File: src/rtl/sound_i2s_pkg.sv
// Shared constants and helpers for the I2S sound output block.
package sound_i2s_pkg;

   localparam int VOL_MAX  = 256;
   localparam int VOL_BITS = 9;

   // Arithmetic left shift of a signed value, clamped to the signed range of
   // 'width' bits. The result is returned sign-extended to 32 bits.
   function automatic logic signed [31:0] sat_shift(input logic signed [31:0] value,
                                                    input int shift,
                                                    input int width);
      logic signed [63:0] wide;
      logic signed [63:0] max_v;
      logic signed [63:0] min_v;
      wide  = 64'(value) <<< shift;
      max_v = (64'sd1 <<< (width - 1)) - 64'sd1;
      min_v = -(64'sd1 <<< (width - 1));
      if (wide > max_v)
         sat_shift = max_v[31:0];
      else if (wide < min_v)
         sat_shift = min_v[31:0];
      else
         sat_shift = wide[31:0];
   endfunction

endpackage

File: src/rtl/sound_i2s_gain.sv
// Combinational gain stage: saturating fixed shift, then volume scaling
// with vol = 256 as unity.
module sound_i2s_gain
   import sound_i2s_pkg::*;
#(
   parameter int SAMPLE_WIDTH = 16,
   parameter int GAIN_SHIFT   = 0
) (
   input  logic signed [SAMPLE_WIDTH-1:0] sound_in,
   input  logic        [VOL_BITS-1:0]     vol,
   output logic signed [SAMPLE_WIDTH-1:0] sample
);

   localparam int PROD_W = SAMPLE_WIDTH + 10;

   logic signed [31:0]       sat_wide;
   logic signed [PROD_W-1:0] s_ext;
   logic signed [PROD_W-1:0] vol_ext;
   logic signed [PROD_W-1:0] product;

   // Saturate, multiply by the unsigned volume, floor-divide by 256.
   always_comb begin
      sat_wide = sat_shift(32'(sound_in), GAIN_SHIFT, SAMPLE_WIDTH);
      s_ext    = PROD_W'(sat_wide);
      vol_ext  = PROD_W'($signed({1'b0, vol}));
      product  = s_ext * vol_ext;
      sample   = SAMPLE_WIDTH'(product >>> 8);
   end

endmodule

File: src/rtl/sound_i2s_out.sv
// Philips I2S serialiser for the external sound mix: derives BCLK/LRCK from
// CLK, latches one gained sample per frame and sends it on both channels,
// with a per-frame soft-mute volume ramp.
module sound_i2s_out
   import sound_i2s_pkg::*;
#(
   parameter int SAMPLE_WIDTH = 16,
   parameter int SLOT_WIDTH   = 32,
   parameter int BCLK_DIV     = 4,
   parameter int GAIN_SHIFT   = 0,
   parameter int VOL_STEP     = 4
) (
   input  logic                           CLK,
   input  logic                           RESET,
   input  logic signed [SAMPLE_WIDTH-1:0] SOUND_IN,
   input  logic                           MUTE,
   output logic                           I2S_BCLK,
   output logic                           I2S_LRCK,
   output logic                           I2S_SDATA,
   output logic                           FRAME_STROBE
);

   localparam int DIV_W = (BCLK_DIV > 1) ? $clog2(BCLK_DIV) : 1;
   localparam int BIT_W = $clog2(2 * SLOT_WIDTH);
   localparam int IDX_W = (SAMPLE_WIDTH > 1) ? $clog2(SAMPLE_WIDTH) : 1;

   localparam logic [DIV_W-1:0]    DIV_LAST = DIV_W'(BCLK_DIV - 1);
   localparam logic [BIT_W-1:0]    BIT_LAST = BIT_W'(2 * SLOT_WIDTH - 1);
   localparam logic [BIT_W-1:0]    SLOT_LEN = BIT_W'(SLOT_WIDTH);
   localparam logic [BIT_W-1:0]    POS_MAX  = BIT_W'(SAMPLE_WIDTH);
   localparam logic [VOL_BITS-1:0] VOL_FULL = VOL_BITS'(VOL_MAX);
   localparam logic [VOL_BITS-1:0] VOL_INC  = VOL_BITS'(VOL_STEP);

   logic [DIV_W-1:0]              div_cnt;
   logic [BIT_W-1:0]              bit_cnt;
   logic [BIT_W-1:0]              bit_nxt;
   logic [BIT_W-1:0]              pos_nxt;
   logic [IDX_W-1:0]              bit_idx;
   logic signed [SAMPLE_WIDTH-1:0] hold;
   logic signed [SAMPLE_WIDTH-1:0] gained;
   logic [VOL_BITS-1:0]           vol;
   logic [VOL_BITS-1:0]           vol_nxt;
   logic                          fall_event;
   logic                          frame_start;
   logic                          sdata_nxt;

   sound_i2s_gain #(
      .SAMPLE_WIDTH (SAMPLE_WIDTH),
      .GAIN_SHIFT   (GAIN_SHIFT)
   ) u_gain (
      .sound_in (SOUND_IN),
      .vol      (vol),
      .sample   (gained)
   );

   // Next bit position, serial data bit for it, and next ramp volume.
   always_comb begin
      // NOTE: every output gets a default first so no path can infer a latch.
      sdata_nxt   = 1'b0;
      bit_idx     = '0;
      fall_event  = (div_cnt == DIV_LAST) && I2S_BCLK;
      bit_nxt     = (bit_cnt == BIT_LAST) ? '0 : bit_cnt + 1'b1;
      frame_start = fall_event && (bit_cnt == BIT_LAST);
      pos_nxt     = (bit_nxt >= SLOT_LEN) ? bit_nxt - SLOT_LEN : bit_nxt;
      // Position 0 is the I2S one-bit delay; the sample follows MSB first.
      if ((pos_nxt != '0) && (pos_nxt <= POS_MAX)) begin
         bit_idx   = IDX_W'(POS_MAX - pos_nxt);
         sdata_nxt = hold[bit_idx];
      end
      if (MUTE)
         vol_nxt = (vol > VOL_INC) ? vol - VOL_INC : '0;
      else
         vol_nxt = (vol >= VOL_FULL - VOL_INC) ? VOL_FULL : vol + VOL_INC;
   end

   // Prescaler, bit counter, frame latch and registered I2S outputs.
   always_ff @(posedge CLK) begin
      if (RESET) begin
         div_cnt      <= '0;
         bit_cnt      <= BIT_LAST;
         hold         <= '0;
         vol          <= VOL_FULL;
         I2S_BCLK     <= 1'b0;
         I2S_LRCK     <= 1'b0;
         I2S_SDATA    <= 1'b0;
         FRAME_STROBE <= 1'b0;
      end else begin
         // NOTE: non-blocking so every register samples pre-edge values.
         FRAME_STROBE <= frame_start;
         if (div_cnt == DIV_LAST) begin
            div_cnt  <= '0;
            I2S_BCLK <= ~I2S_BCLK;
         end else begin
            div_cnt <= div_cnt + 1'b1;
         end
         if (fall_event) begin
            bit_cnt   <= bit_nxt;
            I2S_LRCK  <= (bit_nxt >= SLOT_LEN);
            I2S_SDATA <= sdata_nxt;
            if (frame_start) begin
               hold <= gained;
               vol  <= vol_nxt;
            end
         end
      end
   end

endmodule
File: config.mk
export PLATFORM = sky130hd
export DESIGN_NAME = sound_i2s_out
export DESIGN_NICKNAME = d
export VERILOG_FILES = /design/src/rtl/sound_i2s_pkg.sv /design/src/rtl/sound_i2s_gain.sv /design/src/rtl/sound_i2s_out.sv
export SDC_FILE = /design/constraint.sdc
export NUM_CORES = 1
export LEC_CHECK = 0
export ABC_CLOCK_PERIOD_IN_PS = 6100
export BUFFER_PORTS_ARGS = -buffer_cell sky130_fd_sc_hd__buf_2
export CAP_MARGIN = 30
export CELL_PAD_IN_SITES_DETAIL_PLACEMENT = 1
export CELL_PAD_IN_SITES_GLOBAL_PLACEMENT = 1
export CORE_ASPECT_RATIO = 0.75
export CORE_UTILIZATION = 45
export CTS_CLUSTER_SIZE = 25
export DETAILED_ROUTE_END_ITERATION = 7
export HOLD_SLACK_MARGIN = 0.05
export PLACE_DENSITY_LB_ADDON = 0.1
export SLEW_MARGIN = 20
export SYNTH_ARGS = -nofsm -noshare
export SYNTH_HDL_FRONTEND = slang
export SYNTH_SLANG_ARGS = --single-unit
File: constraint.sdc
create_clock -name CLK -period 6.1 [get_ports CLK]
set_clock_uncertainty 0.15 [all_clocks]
set_input_delay 0.305 -clock CLK [delete_from_list [all_inputs] [get_ports CLK]]
set_output_delay 0.305 -clock CLK [all_outputs]
set_load 0.02 [all_outputs]
==> results of run 1 <==
## final cells by class
type,count,area (um2),share of cell area (%)
Multi-Input combinational cell,584,5290,74.3
Tap cell,175,219,3.08
Clock inverter,2,35.0,0.492
Timing Repair Buffer,34,200,2.81
Clock buffer,6,139,1.95
Sequential cell,35,702,9.86
Inverter,142,533,7.49
## kinds of logic (layout without fill, tap and decap cells)
| logic type | Yosys count | after routing | synth area share (%) |
|---|---|---|---|
| AOI/OAI and AO/OA | 101 | 101 | 10.2 |
| xor gates and xnor gates | 20 | 20 | 2.70 |
| adders and majority gates | 170 | 170 | 45.9 |
| buffers and inverters | 170 | 184 | 9.85 |
| DFF | 35 | 35 | 10.8 |
| muxes | 7 | 7 | 1.19 |
| other | 2 | 38 | 0.116 |
| and+or+nand+nor | 248 | 248 | 19.2 |
## per-layer routing
metal / up-vias / GRT usage [%] / wire [um]
met5: - / 0 / 0
li1: 2433 / - / -
met2: 93 / 46.4 / 8510
met3: 22 / 2.12 / 493
met1: 2602 / 31.8 / 7340
met4: 0 / 5.82 / 256
## placed cells by master, fill, tap and decap left out, types with 15 or more instances in the layout
| master | synthesis | routed |
|---|---|---|
| sky130_fd_sc_hd__and2_1 | 69 | 69 |
| sky130_fd_sc_hd__a21oi_1 | 30 | 30 |
| sky130_fd_sc_hd__conb_1 | 2 | 38 |
| sky130_fd_sc_hd__dfxtp_1 | 35 | 34 |
| sky130_fd_sc_hd__inv_1 | 142 | 142 |
| sky130_fd_sc_hd__nand2_1 | 95 | 95 |
| sky130_fd_sc_hd__ha_1 | 56 | 56 |
| sky130_fd_sc_hd__nor2_1 | 25 | 25 |
| sky130_fd_sc_hd__nand3_1 | 15 | 15 |
| sky130_fd_sc_hd__buf_2 | 1 | 22 |
| sky130_fd_sc_hd__fa_1 | 114 | 114 |
## sequential cells by signal, summed over array words and instances (netlist names)
signal	flops
FRAME_STROBE	1
I2S_BCLK	1
I2S_LRCK	1
I2S_SDATA	1
bit_cnt	6
div_cnt	2
hold	16
vol	7
## worst paths after layout
| path | slack (ns) | cells past startpoint | to | start |
|---|---|---|---|---|
| worst max-delay path | 0.29 | 18 | hold[15]$_SDFFE_PP0P_ | vol[2]$_SDFFE_PP0P_ |
| worst min-delay path | 0.28 | 1 | div_cnt[0]$_SDFF_PP0_ | div_cnt[0]$_SDFF_PP0_ |
| worst max register to register | 0.29 | 18 | hold[15]$_SDFFE_PP0P_ | vol[2]$_SDFFE_PP0P_ |
| worst min register to register | 0.28 | 1 | div_cnt[0]$_SDFF_PP0_ | div_cnt[0]$_SDFF_PP0_ |
## worst register-to-register path, delay by kind of cell (launching register included)
kind	cells	cell delay (ns)
DFF	1	0.55
buffers and inverters	4	0.38
AOI/OAI and AO/OA	6	1.40
adders and majority gates	6	2.92
and+or+nand+nor	2	0.30
## report_power, final
| group | total [mW] | internal (mW) | switching (mW) | leakage [nW] |
|---|---|---|---|---|
| Combinational | 0.479 | 0.192 | 0.287 | 3.15 |
| Clock | 0.302 | 0.203 | 0.0985 | 0.0868 |
| Sequential | 0.236 | 0.232 | 0.00334 | 0.283 |
| Total | 1.02 | 0.628 | 0.389 | 3.52 |
## repair_timing
item / in CTS / in global routing
hold buffers: 0 / 0
gates resized for setup: 0 / 1
setup endpoints to repair: 0 / 1
==> impl.org, run 1 <==
** Outcome
- Run status :: completed

** Synth
- Unique cell type count in the Yosys netlist :: 53
- Proportion of register bits with asynchronous set or reset after synthesis :: 0%
- The synthesized design devotes to its leading area cell type 35.1% of total area.
- By area the synthesized netlist is led by sky130_fd_sc_hd__fa_1 (35%), sky130_fd_sc_hd__dfxtp_1 (11%), sky130_fd_sc_hd__ha_1 (11%).
- Sequential cells were found to cover 10.8% of the synthesized design area.
- In the synthesized netlist, the cells that appear most often are sky130_fd_sc_hd__inv_1 (142), sky130_fd_sc_hd__fa_1 (114), sky130_fd_sc_hd__nand2_1 (95).
- The synthesized design contains 35 register bits.
- During synthesis, Yosys emitted a total of 0 warnings.
- In the post-synthesis netlist, the cell with the most instances is sky130_fd_sc_hd__inv_1.
- In this run the mean area of a mapped cell was 8.62 um2.
- The largest total area in the synthesized netlist belongs to sky130_fd_sc_hd__fa_1.
- Synthesis produced a netlist whose cell count is 753.
- Most instantiated flip-flop cell in the synthesis netlist :: sky130_fd_sc_hd__dfxtp_1
- After synthesis the cells add up to 6490 um2.
- Count of flip-flops with a built-in enable after synthesis :: 0

** Clock network
- Later-pin clock latency in the skew report :: 0.28 ns
- Library cell used as clock root buffer :: sky130_fd_sc_hd__clkbuf_16
- After clock tree synthesis, the clock-pin slew on the worst setup and hold paths is 0.06 ns.
- Clock tree synthesis inserted a total of 5 buffers.
- Maximum level of the CTS H-tree :: 2
- Post-CTS Setup Repair Bufs :: 0
- TritonCTS built the clock tree.
- No sink is reached through more buffers than the 2 on the longest clock path.
- Sink count of the clock tree :: 35

** STA
- Setup repair after global routing left no endpoint under its margin.
- After layout, the worst setup slack is 0.288 ns.
- The clock period could shrink to 5.81 ns.
- The worst pin sits at a relative slew slack of 45.2%.
- Setup violations remaining at the end of the flow were counted as 0.
- The number of hold-slack violations in the final timing report was 0.
- Final-layout setup total negative slack :: 0 ns
- On the final layout, the worst hold slack is 0.280 ns.
- Final worst-path cycle share :: 95.3%
- The final number of max-transition violations was 0.
- Slew at the pin closest to its max-slew limit :: 0.819 ns
- Timing would allow up to 172 MHz.

** Setup path
- For the worst setup path, the data arrival time is 5.83 ns.
- The worst setup path is captured at a flip-flop.
- Type of origin of the critical path :: flip-flop
- Largest fanout on the critical path :: 7
- Most repeated library cell on the critical path :: sky130_fd_sc_hd__fa_1
- Startpoint-to-endpoint class of the critical path :: reg -> reg
- Buffers and inverters on the worst path :: 4
- Largest delay share family, worst path :: adder cells
- For this design, the slowest cell found on the critical path is sky130_fd_sc_hd__dfxtp_1.
- Cell Chain, Critical Path :: buf_4 > nand2_1 > fa_1 > inv_1 > fa_1 > fa_1 > fa_1 > inv_1 > fa_1 > inv_1 > ha_1 > and3_1 > a221oi_1 > a21bo_1 > a311o_1 > a21o_1 > a31oi_1 > o31a_1
- For the worst setup path, the data required time is 6.12 ns.
- Max stage delay on crit path :: 0.55 ns

** Final layout
- At the end of the flow, the number of nets in the layout was 991.
- Filler instances :: 1680
- Post-layout instance count excluding filler cells :: 978
- Measured on the finished design, the core utilization comes to 51.2%.
- Area growth from synthesis to final layout :: 9.60%
- 0 antenna diodes ended up in the layout.
- Fraction of final layout cells sized beyond drive strength 1 :: 6.48%
- Final instance area :: 7120 um2

** Routing
- Via/cell ratio :: 5.27
- Vias after detailed routing :: 5150
- In the routed design, unresolved DRC markers number 0.
- Number of optimization iterations in the first detailed-route pass :: 4
- The count of nets left with antenna violations once routing finished came out at 0.
- After the first detailed-routing iteration, the DRC count stood at 166.
- Drt total wl :: 16.6 mm
- Post-detailed-route wirelength per cell :: 17.0 um

** Global route
- Antenna violations before repair :: 0
- Via count of the first global-routing pass :: 6012
- The first global-routing pass estimated 29.6 mm of wire.
- Global routing used 25.1% of the available tracks across all layers.
- Largest net degree at the start of global routing :: 37
- GRT Residual Overflow :: 0

** Floorplan
- 23 I/O pins were placed.
- Floorplan row count :: 37
- The total area inside the core boundary comes to 13900 um2.
- Area of the die :: 14900 um2
- Initial standard-cell utilization of the core :: 46.8%
- Y dimension of the die :: 106 um
- In this run the horizontal extent of the chip is 141 um.

** Placed design
- Summing all placed instances gives a cell area of 6940 um2.
- At the end of routability-driven placement, the weighted congestion stood at 0.827.
- Placed cells :: 970
- At the placement stage, the worst setup path has a slack of 0.269 ns.
- In this run the tool buffered the top-level ports with 22 buffer cells.
- Detailed-placement wirelength estimate :: 13.7 mm

** Pwr
- Leak pwr :: 3.52 nW
- After layout, the design draws a total of 1.02 mW.
- For this design the ratio of total power to cell area is 143 nW/um2.
- The worst-case IR drop observed on VDD is 0.134 mV.

** Worst hold path
- Path type of the worst min-delay path :: reg -> reg

** Run
- Across the run, the number of max-cap violations was 0.
(Power assumes the default switching activity.)
==> run 2: changes to the inputs <==
SYNTH_HIERARCHICAL = 1   (was default)
==> run 2 against run 1 <==
  * Critical path depth increased by 3
  * Via count increased by 5.2%
  * First-iteration DRC count decreased by 14%
  * Sequential power about the same
  * Sequential share of layout area decreased by 0.20 points
  * Critical path type unchanged
  * Critical endpoint unchanged
  * Largest cell class unchanged
  * Highest routed layer unchanged
==> impl.org, run 2 <==
** Final layout
- Largest registers in the final layout :: hold (16), vol (7), bit_cnt (6)
- Most used cells in the layout excluding fill and tap cells :: sky130_fd_sc_hd__inv_1 (140), sky130_fd_sc_hd__nand2_1 (134), sky130_fd_sc_hd__fa_1 (114)
- Count of inserted antenna diode cells :: 0 (unchanged)
- The library cell used most frequently in the layout, excluding fill and tap cells, is sky130_fd_sc_hd__inv_1.
- The register with the most flip-flops in the final layout is hold.
- Post-layout instance count excluding filler cells :: 1022 (+4.5%)
- Filler instances :: 1778 (+5.8%)
- Relative to the synthesized area, the layout overhead comes to 7.18%.
- The flip-flop count of the largest register after layout was 16 (unchanged).
- Share of the core filled with cells in the final layout :: 49.9% (-1.4 points)
- Number of nets at the end of the flow :: 1010 (+1.9%)
- Fraction of final layout cells sized beyond drive strength 1 :: 7.66% (+1.2 points)

** Synth
- For this run, the leading register cell type out of synthesis is sky130_fd_sc_hd__dfxtp_1.
- The async set or reset register ratio after synthesis came to 0% (unchanged).
- Cell count after synthesis :: 807 (+7.2%)
- Post-synthesis cell type with the largest combined area :: sky130_fd_sc_hd__fa_1
- The count of distinct cell types in the synthesized netlist is 68 (+28%).
- Synth top area share :: 33.5% (-1.7 points)
- The count of flip-flops with a built-in enable after synthesis came to 0 (unchanged).
- The total of warnings raised by yosys is 6 (+6).
- The per-instance average area after synthesis was 8.44 um2 (-2.1%).
- The post-synthesis sequential area ratio is 10.3% (-0.51 points).
- Top-count cell post-synth :: sky130_fd_sc_hd__inv_1
- Sorting the synthesized cells by how often they occur yields sky130_fd_sc_hd__inv_1 (140), sky130_fd_sc_hd__nand2_1 (134), sky130_fd_sc_hd__fa_1 (114).
- Yosys reg bits :: 35 (unchanged)
- Post-synthesis cell area :: 6810 um2 (+4.9%)
- By area the synthesized netlist is led by sky130_fd_sc_hd__fa_1 (33%), sky130_fd_sc_hd__dfxtp_1 (10%), sky130_fd_sc_hd__ha_1 (10%).

** Outcome
- The flow ran to the end, and the final reports show no timing, DRC or antenna violations.

** Routing
- The routed length on met1 is 8.43 mm (+15%).
- The detailed-routed wire length on met2 is 8.95 mm (+5.3%).
- Via/cell ratio :: 5.30 (+0.66%)
- The highest layer touched by signal routing is met4.
- Post-detailed-route wirelength per cell :: 17.7 um (+4.3%)
- The number of DRC markers in iteration 0 was 142 (-14%).
- The routed wire length came to 18.1 mm (+9.0%).
- Detail Route met3 WL :: 562 um (+14%)
- The number of optimization iterations in the first detailed-route pass is 4 (unchanged).
- Vias after detailed routing :: 5417 (+5.2%)
- DRC violation count after routing :: 0 (unchanged)
- The residual antenna-violating net count after detailed routing was 0 (unchanged).

** Setup path
- For this design, the slowest cell found on the critical path is sky130_fd_sc_hd__dfxtp_2.
- The largest stage delay on the critical path came to 0.55 ns (about the same).
- The required time at the worst-slack endpoint is 6.15 ns (+0.03 ns).
- Category of the worst setup path capture point :: flip-flop
- Type of origin of the critical path :: flip-flop
- The top fanout value on the critical path came to 13 (+6).
- The cell family contributing the most delay on the critical path is adder cells.
- End of the worst register-to-register path :: hold[15]$_SDFFE_PP0P_
- The register-to-register path setup slack is 0.33 ns (+0.04 ns).
- Buffers and inverters on the worst path :: 5 (+1)
- The arrival time at the worst endpoint was 5.82 ns (about the same).
- In this run the critical register-to-register path is launched from vol[3]$_SDFFE_PP0P_.
- The worst-case reg-to-reg path depth came to 21 (+3).
- Walking the worst path, the cells encountered are nand2_1 > fa_1 > inv_1 > fa_1 > inv_1 > fa_1 > inv_1 > fa_1 > inv_1 > fa_1 > inv_1 > ha_1 > and2_1 > and3_4 > nor4_2 > a21oi_2 > a21oi_4 > o221ai_2 > xnor2_1 > nand2_1 > a21oi_1.
- Startpoint-to-endpoint class of the critical path :: reg -> reg

** Clock network
- Number of buffers inserted during clock tree synthesis :: 5 (unchanged)
- The number of buffers inserted for hold repair after clock tree synthesis came to 0 (unchanged).
- The insertion delay of the later-clocked pin in the worst-skew pair is 0.28 ns (about the same).
- The TritonCTS sink count was 35 (unchanged).
- The tree is rooted in a sky130_fd_sc_hd__clkbuf_16.
- CTS tree :: yes
- The maximum number of buffers from clock root to sink is 2 (unchanged).
- The clock-pin slew on the worst setup and hold paths was 0.05 ns (about the same).
- Post-CTS Setup Repair Bufs :: 0 (unchanged)
- Maximum level of the CTS H-tree :: 2 (unchanged)

** Floorplan
- The I/O pin total came to 23 (unchanged).
- The die width is 144 um (+2.4%).
- The total die area came to 15600 um2 (+4.9%).
- The initial cell density of the core is 46.5% (-0.23 points).
- The floorplan die height is 109 um (+2.4%).
- Floorplan row count :: 38 (+2.7%)
- Placeable core area :: 14600 um2 (+5.4%)

** STA
- Slew at the pin closest to its max-slew limit :: 0.862 ns (+0.0425 ns)
- The number of hold-slack violations in the final timing report came to 0 (unchanged).
- The final clock period utilization by the worst path came to 94.6% (-0.72 points).
- The upper clock frequency limit came to 173 MHz (+0.76%).
- Time the final worst path needs with I/O delays and setup :: 5.77 ns (-0.0440 ns)
- The final count of negative-setup-slack endpoints was 0 (unchanged).
- Setup repair after global routing left no endpoint under its margin.
- Final-layout setup total negative slack :: 0 ns (unchanged)
- The relative slew slack was 42.4% (-2.8 points).
- The final number of max-transition violations came to 0 (unchanged).

** Global route
- The number of global-route vias before repair is 6132 (+2.0%).
- The number of antenna violations at the first check in global routing is 0 (unchanged).
- The pin count of the biggest net entering global routing is 37 (unchanged).
- The global-route usage over all layers came to 25.5% (+0.39 points).
- The wire length of the first global-routing pass came to 30.7 mm (+3.5%).
- The residual overflow from global routing is 0 (unchanged).

** Worst hold path
- Worst hold path startpoint :: div_cnt[0]$_SDFF_PP0_
- The worst hold path terminates at div_cnt[0]$_SDFF_PP0_.
- The hold path depth is 1 (unchanged).
- Path type of the worst min-delay path :: reg -> reg

** Run
- The count of maximum capacitance violations is 0 (unchanged).

** Pwr
- The maximum ir drop on the vdd rail came to 0.0922 mV (-31%).
- The post-layout total power was 0.954 mW (-6.2%).
- Leak pwr :: 3.54 nW (+0.39%)
- The ratio of total power to cell area is 131 nW/um2 (-8.6%).

** Placed design
- Port buffer count :: 22 (unchanged)
- Detailed-placement wirelength estimate :: 14.9 mm (+8.9%)
- The final RePlAce weighted congestion was 0.820 (-0.82%).
- The total placed cells including tap cells was 1015 (+4.6%).
[run 2: worst max-delay path by stage]
stage | startpoint | end | slack, ns | cells after the start
6_report | vol[3]$_SDFFE_PP0P_ | hold[15]$_SDFFE_PP0P_ | 0.33 | 21
5_1_grt | vol[3]$_SDFFE_PP0P_ | hold[15]$_SDFFE_PP0P_ | 0.04 | 21
4_1_cts | vol[3]$_SDFFE_PP0P_ | hold[15]$_SDFFE_PP0P_ | 0.08 | 21
3_5_place_dp | vol[3]$_SDFFE_PP0P_ | hold[15]$_SDFFE_PP0P_ | 0.09 | 21
3_3_place_gp | vol[3]$_SDFFE_PP0P_ | hold[15]$_SDFFE_PP0P_ | 0.25 | 21
2_1_floorplan | vol[3]$_SDFFE_PP0P_ | hold[9]$_SDFFE_PP0P_ | 0.47 | 20
[run 2: area by class of cell]
type | instances | area, um2 | share of cell area (%)
inverters | 140 | 526 | 7.20
clock inverters | 1 | 5.00 | 0.0685
clock buffers | 6 | 139 | 1.90
flip-flops and latches | 35 | 706 | 9.66
well taps | 200 | 250 | 3.43
repair buffers | 33 | 193 | 2.64
multi-input cells | 607 | 5490 | 75.1
[run 2: worst reg2reg max path, cell delays in order, from the launching register on]
cell and delay [ns]:
sky130_fd_sc_hd__dfxtp_2 0.55, sky130_fd_sc_hd__nand2_1 0.14, sky130_fd_sc_hd__fa_1 0.55, sky130_fd_sc_hd__inv_1 0.06, sky130_fd_sc_hd__fa_1 0.49, sky130_fd_sc_hd__inv_1 0.05
sky130_fd_sc_hd__fa_1 0.47, sky130_fd_sc_hd__inv_1 0.05, sky130_fd_sc_hd__fa_1 0.55, sky130_fd_sc_hd__inv_1 0.07, sky130_fd_sc_hd__fa_1 0.54, sky130_fd_sc_hd__inv_1 0.05
sky130_fd_sc_hd__ha_1 0.34, sky130_fd_sc_hd__and2_1 0.22, sky130_fd_sc_hd__and3_4 0.21, sky130_fd_sc_hd__nor4_2 0.31, sky130_fd_sc_hd__a21oi_2 0.14, sky130_fd_sc_hd__a21oi_4 0.26
sky130_fd_sc_hd__o221ai_2 0.14, sky130_fd_sc_hd__xnor2_1 0.17, sky130_fd_sc_hd__nand2_1 0.07, sky130_fd_sc_hd__a21oi_1 0.13
[run 2: cells by family after synthesis]
family | after synthesis | synth area share [%]
buf+inv | 177 | 9.88
flops | 35 | 10.3
mux | 4 | 0.588
fa+ha+maj | 169 | 43.6
simple gates | 282 | 20.4
other cells | 1 | 0.0550
compound gates | 112 | 11.8
xor+xnor | 27 | 3.47
[run 2: metal layers]
layer,up-vias,global-route usage [%]
met4,0,2.96
met2,68,44.4
met5,-,0
met1,2783,34.4
li1,2550,-
met3,16,3.90
[run 2: power breakdown]
| part | switching [mW] | internal (mW) | total (mW) |
|---|---|---|---|
| clock | 0.0924 | 0.159 | 0.252 |
| combinational | 0.276 | 0.189 | 0.466 |
| sequential | 0.00370 | 0.232 | 0.236 |
| total | 0.373 | 0.581 | 0.954 |
[run 2: metrics by stage]
step / worst slack (ns) / hold slack [ns] / area [um2]
3_3_place_gp: 0.251 / 0.263 / 7150
2_1_floorplan: 0.474 / 0.254 / 6860
6_report: 0.332 / 0.289 / 7300
4_1_cts: 0.0832 / 0.294 / 7300
3_5_place_dp: 0.0934 / 0.287 / 7150
5_1_grt: 0.0357 / 0.324 / 7300
[run 2: what timing repair did]
action,in CTS,in global routing
gates resized for setup,0,4
endpoints found under the hold margin,0,0
endpoints found under the setup margin,0,7
==> run 3: changes to the inputs <==
--- a/config.mk
+++ b/config.mk
@@ -13,2 +13,3 @@
 export CORE_ASPECT_RATIO = 0.75
+export CORE_MARGIN = 1.5
 export CORE_UTILIZATION = 45
--- a/constraint.sdc
+++ b/constraint.sdc
@@ -4,2 +4,2 @@
 set_output_delay 0.305 -clock CLK [all_outputs]
-set_load 0.02 [all_outputs]
+set_load 0.01 [all_outputs]
==> run 3 against run 2 <==
  * Cell count unchanged
  * Die area rose by 1.6%
  * Hold slack got worse by 0.011 ns
  * Final area decreased by 0.19%
  * Sequential cell count unchanged
  * Clock power fell by 3%
  * Via count down 0.15%
  * Worst setup slack gained 0.065 ns
  * Clock-buffer cell count rose by 1
==> impl.org, run 3 (synthesis results as in run 2) <==
** Routing
- Number of optimization iterations in the first detailed-route pass :: 4 (unchanged)
- Starting DRC count in detailed routing :: 268 (+89%)
- Vias after detailed routing :: 5409 (-0.15%)
- Post-detailed-route wirelength per cell :: 17.4 um (-1.5%)
- The routed wire length is 17.8 mm (-1.5%).
- The via density per instance came to 5.29 (-0.15%).
- The post-route DRC violation count is 0 (unchanged).
- The residual antenna-violating net count after detailed routing was 0 (unchanged).

** Final layout
- Register Area :: 706 um2 (unchanged)
- The largest registers in the layout are hold (16), vol (7), bit_cnt (6).
- Counting flops per register, the top entry is hold.
- Number of nets at the end of the flow :: 1009 (-0.099%)
- The filler cell count in the final layout was 1818 (+2.2%).
- Area growth from synthesis to final layout :: 6.98%
- Most used cells in the layout excluding fill and tap cells :: sky130_fd_sc_hd__inv_1 (140), sky130_fd_sc_hd__nand2_1 (134), sky130_fd_sc_hd__fa_1 (114)
- Share of the core filled with cells in the final layout :: 49.8% (-0.094 points)
- The antenna diode instance count was 0 (unchanged).
- Final instance area :: 7290 um2 (-0.19%)
- Max FFs per register :: 16 (unchanged)
- Area taken by multi-input logic gates :: 5490 um2 (unchanged)
- The library cell used most frequently in the layout, excluding fill and tap cells, is sky130_fd_sc_hd__inv_1.
- The ratio of cells with drive above 1 in the final layout was 7.42% (-0.24 points).

** Global route
- Gr busiest metal :: met2
- The global-route usage over all layers is 24.6% (-0.91 points).
- Met2 usage :: 43.9% (-0.49 points)
- GRT Residual Overflow :: 0 (unchanged)
- The number of global-route vias before repair is 6118 (-0.23%).
- The met3 global-route usage was 1.54% (-2.4 points).
- Antenna violations before repair :: 0 (unchanged)
- Largest net degree at the start of global routing :: 37 (unchanged)
- The global-route met1 utilization came to 33.9% (-0.48 points).
- The wire length of the first global-routing pass is 31.2 mm (+1.6%).

** Setup path
- The worst setup path is of the reg -> reg kind.
- The register-to-register path setup slack came to 0.40 ns (+0.06 ns).
- Most repeated library cell on the critical path :: sky130_fd_sc_hd__fa_1
- The arrival time at the worst endpoint came to 5.76 ns (-0.06 ns).
- End of the worst register-to-register path :: hold[9]$_SDFFE_PP0P_
- The total buffers and inverters traversed by the critical path was 3 (-2).
- The startpoint identified for the worst register-to-register timing path is vol[6]$_SDFFE_PP0P_.
- Critical-path cell with the highest stage delay :: sky130_fd_sc_hd__dfxtp_1
- The required time at the worst-slack endpoint is 6.16 ns (about the same).
- In this design, the largest share of critical-path delay is due to adder cells.
- The largest stage delay on the critical path was 0.55 ns (about the same).
- STA classifies the critical path endpoint as a flip-flop.
- The signal on the critical path passes through nand2_1 > fa_1 > inv_1 > fa_1 > fa_1 > fa_1 > inv_1 > fa_1 > inv_1 > ha_1 > a21oi_1 > a21boi_1 > or4_4 > o31ai_4 > nand2b_2 > a21oi_2 > xnor2_1 > nand2_1 > a21oi_1.
- The top fanout value on the critical path is 9 (-4).
- The worst-case reg-to-reg path depth was 19 (-9.5%).
- Type of origin of the critical path :: flip-flop

** Worst hold path
- Path type of the worst min-delay path :: reg -> reg
- End of the worst hold path :: div_cnt[0]$_SDFF_PP0_
- Worst hold path startpoint :: div_cnt[0]$_SDFF_PP0_
- Worst Hold Depth :: 1 (unchanged)

** Clock network
- The number of buffers created by CTS came to 5 (unchanged).
- Maximum level of the CTS H-tree :: 2 (unchanged)
- The clock-pin slew on the worst setup and hold paths came to 0.06 ns (about the same).
- The maximum number of buffers from clock root to sink came to 2 (unchanged).
- The number of buffers inserted for hold repair after clock tree synthesis came to 0 (unchanged).
- The tree is rooted in a sky130_fd_sc_hd__clkbuf_16.
- TritonCTS built the clock tree.
- The insertion delay of the later-clocked pin in the worst-skew pair is 0.28 ns (about the same).
- Sink count of the clock tree :: 35 (unchanged)

** Placed design
- The final RePlAce weighted congestion is 0.818 (-0.23%).
- The count of buffers from port buffering is 22 (unchanged).
- Post-Place Cell Area :: 7150 um2 (-0.10%)
- The post-detailed-placement half-perimeter wirelength came to 14.7 mm (-1.2%).

** Outcome
- The flow ran to the end, and the final reports show no timing, DRC or antenna violations.

** Floorplan
- The die width is 145 um (+0.69%).
- Y dimension of the die :: 110 um (+0.92%)
- Area of the die :: 15900 um2 (+1.6%)
- The number of cell rows is 38 (unchanged).
- The core footprint was 14600 um2 (unchanged).
- Initial standard-cell utilization of the core :: 46.5% (unchanged)
- The I/O pin total is 23 (unchanged).

** STA
- Slew margin rel. :: 43.3% (+0.91 points)
- The upper clock frequency limit was 175 MHz (+1.1%).
- The worst hold slack is 0.277 ns (-0.0114 ns).
- The worst-margin pin slew came to 0.848 ns (-0.0136 ns).
- The final count of negative-setup-slack endpoints is 0 (unchanged).
- The number of hold-slack violations in the final timing report is 0 (unchanged).
- The final clock period utilization by the worst path was 93.5% (-1.1 points).
- Setup repair after global routing left no endpoint under its margin.
- The minimum clock period was 5.70 ns (-0.0650 ns).
- The final number of max-transition violations was 0 (unchanged).
- Final-layout setup total negative slack :: 0 ns (unchanged)

** Pwr
- The ratio of total power to cell area came to 130 nW/um2 (-0.81%).
- Total power :: 0.944 mW (-0.99%)
- Leak pwr :: 3.53 nW (-0.29%)
- The maximum ir drop on the vdd rail came to 0.0954 mV (+3.5%).

** Run
- # Max-Cap Violations :: 0 (unchanged)
run 3: cell count changes in the layout (fill, tap and decap cells not counted):
cell,delta
sky130_fd_sc_hd__buf_4,-1
sky130_fd_sc_hd__clkbuf_1,+2
sky130_fd_sc_hd__clkbuf_8,-1
run 3: worst reg2reg max path: stages, from the launching register on:
cell	delay, ns
sky130_fd_sc_hd__dfxtp_1	0.55
sky130_fd_sc_hd__nand2_1	0.14
sky130_fd_sc_hd__fa_1	0.55
sky130_fd_sc_hd__inv_1	0.05
sky130_fd_sc_hd__fa_1	0.46
sky130_fd_sc_hd__fa_1	0.52
sky130_fd_sc_hd__fa_1	0.55
sky130_fd_sc_hd__inv_1	0.06
sky130_fd_sc_hd__fa_1	0.53
sky130_fd_sc_hd__inv_1	0.04
sky130_fd_sc_hd__ha_1	0.35
sky130_fd_sc_hd__a21oi_1	0.19
sky130_fd_sc_hd__a21boi_1	0.12
sky130_fd_sc_hd__or4_4	0.50
sky130_fd_sc_hd__o31ai_4	0.26
sky130_fd_sc_hd__nand2b_2	0.11
sky130_fd_sc_hd__a21oi_2	0.15
sky130_fd_sc_hd__xnor2_1	0.13
sky130_fd_sc_hd__nand2_1	0.06
sky130_fd_sc_hd__a21oi_1	0.13
run 3: report_power, final:
group | internal, mW | switching (mW) | total, mW
clock | 0.151 | 0.0943 | 0.245
sequential | 0.232 | 0.00360 | 0.236
combinational | 0.189 | 0.274 | 0.463
run 3: final cells by class:
class / instances / share of cell area (%)
multi-input cells: 607 / 75.2
flip-flops and latches: 35 / 9.68
clock buffers: 7 / 1.82
inverters: 140 / 7.21
well taps: 200 / 3.43
clock inverters: 1 / 0.0687
repair buffers: 32 / 2.54
run 3: per-layer routing:
layer | wire length [um] | vias to the layer above
li1 | - | 2555
met1 | 8630 | 2776
met2 | 8660 | 68
met3 | 374 | 10
met4 | 153 | 0
met5 | 0 | -
run 3: what timing repair did:
item / CTS / global route
gates resized for setup: 0 / 4
setup buffers: 0 / 0
endpoints found under the setup margin: 0 / 8
run 3: worst max path at each step:
| stage | startpoint | endpoint | slack (ns) | cells after the start |
|---|---|---|---|---|
| after floorplan | vol[3]$_SDFFE_PP0P_ | hold[9]$_SDFFE_PP0P_ | 0.47 | 20 |
| after global placement | vol[3]$_SDFFE_PP0P_ | hold[15]$_SDFFE_PP0P_ | 0.33 | 21 |
| after detailed placement | vol[3]$_SDFFE_PP0P_ | hold[9]$_SDFFE_PP0P_ | 0.17 | 19 |
| after CTS | vol[3]$_SDFFE_PP0P_ | hold[9]$_SDFFE_PP0P_ | 0.13 | 19 |
| after global routing | vol[3]$_SDFFE_PP0P_ | hold[14]$_SDFFE_PP0P_ | 0.09 | 21 |
| final | vol[6]$_SDFFE_PP0P_ | hold[9]$_SDFFE_PP0P_ | 0.40 | 19 |
run 3: metrics by stage:
step                      setup WS (ns)  std cells
final                             0.397       1022
after global routing             0.0910       1022
after CTS                         0.132       1022
after detailed placement          0.170       1014
after global placement            0.329       1014
after floorplan                   0.474        819
